===== src/rtl/emu_ctrl_pkg.sv =====
// Shared types and helpers for the emulation control block.
package emu_ctrl_pkg;

   // Widest emu_time the saturating adder supports.
   localparam int unsigned MaxTimeBits = 64;

   typedef enum logic [1:0] {
      ModeFree   = 2'd0,
      ModeStopAt = 2'd1,
      ModeStep   = 2'd2
   } emu_mode_t;

   typedef enum logic [1:0] {
      StHalt = 2'd0,
      StRun  = 2'd1,
      StStep = 2'd2
   } emu_state_t;

   // a + b clamped to the largest value representable in 'width' bits.
   function automatic logic [MaxTimeBits-1:0] sat_add(
      input logic [MaxTimeBits-1:0] a,
      input logic [MaxTimeBits-1:0] b,
      input int unsigned            width
   );
      logic [MaxTimeBits:0]   sum;
      logic [MaxTimeBits-1:0] lim;
      sum = {1'b0, a} + {1'b0, b};
      lim = (width >= MaxTimeBits) ? '1 : ((64'd1 << width) - 64'd1);
      if (sum[MaxTimeBits] || (sum[MaxTimeBits-1:0] > lim)) begin
         return lim;
      end
      return sum[MaxTimeBits-1:0];
   endfunction

endpackage


===== src/rtl/emu_ctrl_mc_dec_chan.sv =====
// One decimation channel: counts advances and pulses a strobe on threshold.
module dec_chan #(
   parameter int unsigned DEC_BITS = 8
) (
   input  logic                i_clk,
   input  logic                i_rst_n,
   input  logic                i_adv,
   input  logic [DEC_BITS-1:0] i_thr,
   output logic                o_strobe
);

   logic [DEC_BITS-1:0] r_cnt;
   logic                r_strobe;

   // Count advances; >= (not ==) lets a lowered threshold restart the channel at once.
   always_ff @(posedge i_clk) begin
      if (!i_rst_n) begin
         r_cnt    <= '0;
         r_strobe <= 1'b0;
      end else if (i_adv) begin
         if (r_cnt >= i_thr) begin
            r_cnt    <= '0;
            r_strobe <= 1'b1;
         end else begin
            r_cnt    <= r_cnt + DEC_BITS'(1);
            r_strobe <= 1'b0;
         end
      end else begin
         r_strobe <= 1'b0;
      end
   end

   assign o_strobe = r_strobe;

endmodule


===== src/rtl/emu_ctrl_mc.sv =====
// Emulation run control: HALT/RUN/STEP FSM, saturating time counter and
// N_CH independent decimation channels.
module emu_ctrl_mc
   import emu_ctrl_pkg::*;
#(
   parameter int unsigned N_CH      = 4,
   parameter int unsigned DEC_BITS  = 8,
   parameter int unsigned TIME_BITS = 32,
   parameter int unsigned DT_BITS   = 16
) (
   input  logic                     emu_clk,
   input  logic                     emu_rst,
   input  logic [N_CH*DEC_BITS-1:0] emu_dec_thr,
   input  logic [1:0]               emu_mode,
   input  logic [TIME_BITS-1:0]     emu_stop_time,
   input  logic [DT_BITS-1:0]       emu_dt,
   input  logic                     step_req,
   output logic [TIME_BITS-1:0]     emu_time,
   output logic                     emu_stall,
   output logic [N_CH-1:0]          dec_strobe,
   output logic                     emu_halted
);

   emu_state_t             r_state;
   emu_state_t             w_state_next;
   logic [TIME_BITS-1:0]   r_time;
   logic [MaxTimeBits-1:0] w_sum_wide;
   logic                   w_stop_hit;
   logic                   w_adv;

   assign w_adv      = (r_state == StRun) || (r_state == StStep);
   assign w_sum_wide = sat_add(MaxTimeBits'(r_time), MaxTimeBits'(emu_dt), TIME_BITS);
   // Saturation never crosses a representable stop time, so the clamped sum is safe here.
   assign w_stop_hit = (w_sum_wide >= MaxTimeBits'(emu_stop_time));

   // State register.
   always_ff @(posedge emu_clk) begin
      if (!emu_rst) begin
         r_state <= StHalt;
      end else begin
         r_state <= w_state_next;
      end
   end

   // Next-state decode; mode 3 behaves as STEP via the default arms.
   always_comb begin
      w_state_next = r_state;
      unique case (r_state)
         StHalt: begin
            case (emu_mode)
               ModeFree:   w_state_next = StRun;
               ModeStopAt: if (r_time < emu_stop_time) w_state_next = StRun;
               default:    if (step_req) w_state_next = StStep;
            endcase
         end
         StRun: begin
            case (emu_mode)
               ModeFree:   w_state_next = StRun;
               ModeStopAt: if (w_stop_hit) w_state_next = StHalt;
               default:    w_state_next = StHalt;
            endcase
         end
         StStep:  w_state_next = StHalt;
         default: w_state_next = StHalt;
      endcase
   end

   // Emulation time advances on every advancing cycle, clamped at all-ones.
   always_ff @(posedge emu_clk) begin
      if (!emu_rst) begin
         r_time <= '0;
      end else if (w_adv) begin
         r_time <= w_sum_wide[TIME_BITS-1:0];
      end
   end

   for (genvar g = 0; g < N_CH; g++) begin : g_chan
      dec_chan #(
         .DEC_BITS(DEC_BITS)
      ) u_dec_chan (
         .i_clk   (emu_clk),
         .i_rst_n (emu_rst),
         .i_adv   (w_adv),
         .i_thr   (emu_dec_thr[g*DEC_BITS +: DEC_BITS]),
         .o_strobe(dec_strobe[g])
      );
   end

   assign emu_time   = r_time;
   assign emu_stall  = ~w_adv;
   assign emu_halted = (r_state == StHalt);

endmodule


===== config.mk =====
export PLATFORM = sky130hd
export DESIGN_NAME = emu_ctrl_mc
export DESIGN_NICKNAME = d
export VERILOG_FILES = /design/src/rtl/emu_ctrl_pkg.sv /design/src/rtl/emu_ctrl_mc_dec_chan.sv /design/src/rtl/emu_ctrl_mc.sv
export SDC_FILE = /design/constraint.sdc
export NUM_CORES = 1
export LEC_CHECK = 0
export BUFFER_PORTS_ARGS = -buffer_cell sky130_fd_sc_hd__buf_4
export CORE_UTILIZATION = 55
export DETAILED_ROUTE_END_ITERATION = 10
export PLACE_DENSITY_LB_ADDON = 0.3
export SLEW_MARGIN = 20
export SYNTH_ARGS = -nofsm -noshare
export SYNTH_HDL_FRONTEND = slang
export SYNTH_SLANG_ARGS = --single-unit

===== constraint.sdc =====
create_clock -name emu_clk -period 12.3 [get_ports emu_clk]
set_input_delay 1.845 -clock emu_clk [delete_from_list [all_inputs] [get_ports emu_clk]]
set_output_delay 1.845 -clock emu_clk [all_outputs]
set_load 0.02 [all_outputs]

## Word level (Yosys, flattened, before mapping)

Cells that the tools add are included.

| storage, ports and cells | value |
|---|---|
| output and inout bits | 38 |
| input bits | 85 |
| logic and storage cells | 52 |
| register bits after elaboration | 70 |

| cells by class | value |
|---|---|
| reduce and logical (&&, ||, !) cells | 6 |
| equal/unequal tests | 6 |
| bitwise operators | 1 |
| muxes and demuxes | 17 |
| magnitude comparators | 7 |
| add/subtract/negate cells | 5 |

Operator list:

| kind | count |
|---|---|
| 2-to-1 mux 64 bit | 2 |
| >= comparator 64 x 32 -> 1 bit | 1 |
| adder 32 x 16 -> 33 bit | 1 |
| > comparator 33 x 32 -> 1 bit (second input constant) | 1 |
| adder 8 x 1 -> 8 bit (second input constant) | 4 |
| >= comparator 8 bit | 4 |
| less-than comparator 32 bit | 1 |
| 2-to-1 mux 8 bit | 4 |
| case mux 2 bit (2 select lines) | 3 |
| 2-to-1 mux 2 bit | 3 |
| inequality test 3 bit (second input constant) | 2 |
| 2-to-1 mux 1 bit | 5 |
| equality test 2 x 1 -> 1 bit (second input constant) | 2 |
| logical NOT 2 bit | 2 |
| inequality test 4 x 2 -> 1 bit (second input constant) | 1 |
| AND reduction 3 bit | 1 |
| equality test 2 bit (second input constant) | 1 |
| AND reduction 2 bit | 1 |
| logical OR 1 bit | 1 |
| logical OR 1 bit (first input constant) | 1 |
| inverter 1 bit | 1 |

## Longest topological paths before layout

| logic depth | value |
|---|---|
| depth in word-level cells | 9 |
| depth in mapped cells | 21 |
| mapped depth without buffers | 20 |

## Hierarchy

Synthesis repeated with hierarchy kept, for this count alone.

| unflattened totals | value |
|---|---|
| cells, all modules | 792 |
| area, all modules | 6412.4 µm² |

By module, submodules not included:

| module | seq. area each (µm²) | area an instance (µm²) | cells each | times used |
|---|---|---|---|---|
| emu_ctrl_mc | 680.7 | 4130.2 | 536 | 1 |
| dec_chan | 180.2 | 570.5 | 64 | 4 |

## Least setup slack after synthesis

Ideal clock, no wire load.

| timing path | value |
|---|---|
| path kind | input to register |
| from | in emu_dt[0] |
| to | reg r_state[0] |
| stages | 20 |
| required time | 12242 ps |
| setup slack | 6547 ps |
| data arrival time | 5695 ps |
| path buffers | 1 |
| cell sequence | ha_1 inv_1 fa_1 nand2b_1 a21o_1 a31oi_2 a2111oi_4 o31ai_4 nand3_4 buf_2 nand2_1 ha_1 a21o_1 a21o_1 a221oi_1 o21ai_0 o311ai_0 nand3_1 a311oi_1 a31o_2 |

| between the ends | value |
|---|---|
| longest elaborated chain between the ends | 8 |

RTL lines:

| item | RTL line | RTL |
|---|---|---|
| start, declared | emu_ctrl_mc.sv:16 | `input logic [DT_BITS-1:0] emu_dt,` |
| adder 32 x 16 -> 33 bit * | emu_ctrl_pkg.sv:27 | `sum = {1'b0, a} + {1'b0, b};` |
| > comparator 33 x 32 -> 1 bit | emu_ctrl_pkg.sv:29 | `if (sum[MaxTimeBits] \|\| (sum[MaxTimeBits-1:0] > lim)) begin` |
| logical OR 1 bit | emu_ctrl_pkg.sv:29 |  |
| 2-to-1 mux 1 bit | emu_ctrl_pkg.sv:29 |  |
| 2-to-1 mux 64 bit * | emu_ctrl_pkg.sv:32 | `return sum[MaxTimeBits-1:0];` |
| via w_sum_wide[17] | emu_ctrl_mc.sv:27 | `logic [MaxTimeBits-1:0] w_sum_wide;` |
| >= comparator 64 x 32 -> 1 bit * | emu_ctrl_mc.sv:34 | `assign w_stop_hit = (w_sum_wide >= MaxTimeBits'(emu_stop_time));` |
| inequality test 3 bit (no source line) * | - |  |
| AND reduction 3 bit (no source line) * | - |  |
| end signal, assigned | emu_ctrl_mc.sv:39 | `r_state <= StHalt;` |
| end signal, assigned | emu_ctrl_mc.sv:41 | `r_state <= w_state_next;` |
| end, declared | emu_ctrl_mc.sv:24 | `emu_state_t r_state;` |

Mark *: on every way through the listed nets, which the timed path passes. The rest lies on a longest branch.
A chain may end at the register's enable or synchronous reset.

## Worst setup path after layout

| timing path | value |
|---|---|
| from | in emu_dt[0] |
| to | reg r_state[1] |

The elaborated chain is that of the path after synthesis.

==> flow_summary.yaml <==
synthesis:
  synth_commonest_cells: "ha_1, inv_1, nor2_1"
  syn_area_um2: 6250
  post-synth-top-count-cell: "ha_1"
  ys.flop_type: "dfxtp_1"
  netlist_instances: 799
  synth.ff_latch_count: 70
  synth_top_area_share_pct: 23.4
  ys_types: 60
  synthesis.nets: 1002
  yosysWarnings: 0
  synth_edf_count: 0
  yosysTopAreaCell: "ha_1"
  async_flop_share_pct: 0
  yosys-top-cells-area: "ha_1, dfxtp_1, a21oi_1, inv_1, nor2_1"
  synth_area_per_cell_um2: 7.82
  yosysSeqAreaShare_pct: 22.4
critical_path:
  crit_slowest_cell: "o31ai_4"
  start_kind: "primary input"
  end_kind: "flip-flop"
  cpPeakStageDelay_ns: 0.54
  crit_chain: "buf_4 > ha_1 > inv_1 > fa_1 > nand2b_1 > a21o_1 > a31oi_2 > a2111oi_4 > o31ai_4 > nand3_4 > nand2_1 > ha_1 > a21o_1 > a21o_1 > a221oi_1 > o21ai_0 > o311ai_0 > nand3_1 > a31oi_1 > a311oi_1"
  cp_max_fo: 36
  arrival_ns: 6.49
  crit_top_cell: "a21o_1"
  cp.required_ns: 12.48
  critPathBufInv: 2
  critPathKind: "primary input to flip-flop"
  cpLargestDelayFamily: "compound AO/OA/AOI/OAI gates"
layout:
  final_layout_size_suffix_gt1_share_pct: 17.5
  syn_to_final_growth_pct: 21.0
  nets: 1113
  n_antenna_cell: 0
  finish.utilization_pct: 69.1
  nFillCells: 933
route:
  drtPass1Iterations: 4
  drc_errors: 0
  dr_total_vias: 5907
  viasPerCell: 5.60
  drt_iter0_drc: 241
  drt-wirelength-per-cell_um: 14.1
  finalWirelength_um: 14900
  ant_nets: 0
power:
  seq_power_share_pct: 31.2
  p_per_area_nw_per_um2: 110
  p_int_w: 0.000546
  swShare_pct: 34.7
  irDropWorstVdd_mv: 0.0736
  p_sw_w: 0.000289
  p_leak_nw: 3.78
  clkPwrFrac_pct: 33.9
  power_frac_comb_pct: 34.9
run_status:
  status: "completed"
clocking:
  clk_pin_slew_worst_paths_ns: 0.06
  cts_sinks: 70
  cts_buffer_depth: 2
  post-cts-setup-buffers: 0
  cts-resized-gates: 0
  cts_buffers: 9
  root_buffer: "clkbuf_16"
  tritoncts: "yes"
  clock_latency_ns: 0.33
  cts_htree_levels: 3
  postCtsHoldBufs: 0
sta:
  period_share_pct: 51.2
  max_freq_mhz: 159
  setup_tns_ns: 0
  period_needed_ns: 6.30
  fin_skew_ns: 0.00675
  setup_viol: 0
  slew_violations: 0
  rsz0062_at_grt: "no"
  slew_headroom_pct: 46.3
  worstMarginPinSlew_ns: 0.795
  hold_violations: 0
min_path:
  hold_class: "flip-flop to flip-flop"
floorplan:
  die_h_um: 109
  pin_count: 123
  start_util_pct: 57.1
  placementRows: 38
  die_x_um: 109
  core_area_um2: 10900
  dieArea_um2: 11800
global_route:
  grt_pass1_vias: 5456
  grt_pass1_wl_um: 24600
  grt_usage_pct: 26.3
  antenna_found_initial: 0
  grt_max_degree: 67
  globalRouteOverflowTotal: 0
placed_design:
  port_buffers: 122
  globalplace.congestion: 0.835
  dpl.hpwl_um: 11400
flow_run:
  maxCapViolations: 0
[power groups by stage]
stage	Clock [W]	Combinational [W]	Sequential [W]
final	0.000283	0.000291	0.000261
after global routing	0.000295	0.000333	0.000262
after CTS	0.000286	0.000289	0.000260
after detailed placement	0	0.000286	0.000265
after global placement	0	0.000281	0.000265
after floorplan	0	0.000192	0.000271
[worst reg2reg max path: cells and delay by family, from the launching register on]
kind,cells,cell delay (ns)
flops,1,0.38
compound gates,11,2.61
simple gates,4,1.10
fa+ha+maj,3,0.84
buf+inv,1,0.05
[cell usage in the layout, fill, tap and decap left out, drive strengths merged, types with 22 or more instances in the layout]
cell type and count:
a21oi 64, buf 124, dfxtp 70, ha 117, inv 86, nand2 65
nand3 27, nand4 22, nor2 85, o21ai 53, xor2 29
[path summary, 6_finish.rpt]
path / startpoint / to / slack [ns] / cells after the start
setup / recovery: emu_dt[0] / r_state[1]$_SDFFE_PN0P_ / 6.00 / 20
hold / removal: g_chan[1].u_dec_chan.r_cnt[7]$_SDFFE_PN0N_ / g_chan[1].u_dec_chan.r_cnt[7]$_SDFFE_PN0N_ / 0.54 / 2
hold reg to reg: g_chan[1].u_dec_chan.r_cnt[7]$_SDFFE_PN0N_ / g_chan[1].u_dec_chan.r_cnt[7]$_SDFFE_PN0N_ / 0.54 / 2
setup reg to reg: emu_time[0]$_SDFFE_PN0N_ / r_state[1]$_SDFFE_PN0P_ / 7.18 / 19
[cell families after synthesis]
logic type,count (synthesis),synth area share [%]
DFF,70,22.4
AOI/OAI and AO/OA,189,19.2
buffers and inverters,109,7.01
muxes,3,0.521
adders and majority gates,118,23.7
and+or+nand+nor,263,20.5
xor gates and xnor gates,47,6.59
[registers in the layout, indices dropped and copies added (netlist names)]
register and cells:
g_chan.u_dec_chan.r_cnt 32, g_chan.u_dec_chan.o_strobe 4, emu_time 32, r_state 2
[routing by layer]
| layer | vias up | global-route usage, % | share of wire (%) |
|---|---|---|---|
| li1 | 3062 | - | - |
| met1 | 2643 | 34.9 | 48 |
| met2 | 181 | 42.8 | 45 |
| met3 | 21 | 3.44 | 5.5 |
| met4 | 0 | 10.8 | 1.9 |
| met5 | - | 0 | 0 |
[final cells by class]
| cell class | count | area [um2] | share of cell area [%] |
|---|---|---|---|
| repair buffers | 124 | 931 | 12.3 |
| well taps | 140 | 175 | 2.32 |
| multi-input cells | 620 | 4410 | 58.3 |
| inverters | 85 | 319 | 4.22 |
| clock buffers | 10 | 229 | 3.03 |
| flip-flops and latches | 70 | 1400 | 18.5 |
| clock inverters | 6 | 93.8 | 1.24 |
[per-stage QoR]
stage,cells,power (W),hold slack [ns],setup WS (ns),cell area [um2]
CTS,1055,0.000836,0.537,6.05,7560
detailed placement,1039,0.000551,0.523,5.73,7240
global placement,1039,0.000546,0.504,5.94,7240
finish,1055,0.000835,0.535,6.00,7560
global route,1055,0.000890,0.570,5.78,7560
floorplan,799,0.000462,0.479,6.55,6250
Note: power is estimated with default switching activity, not from simulation.
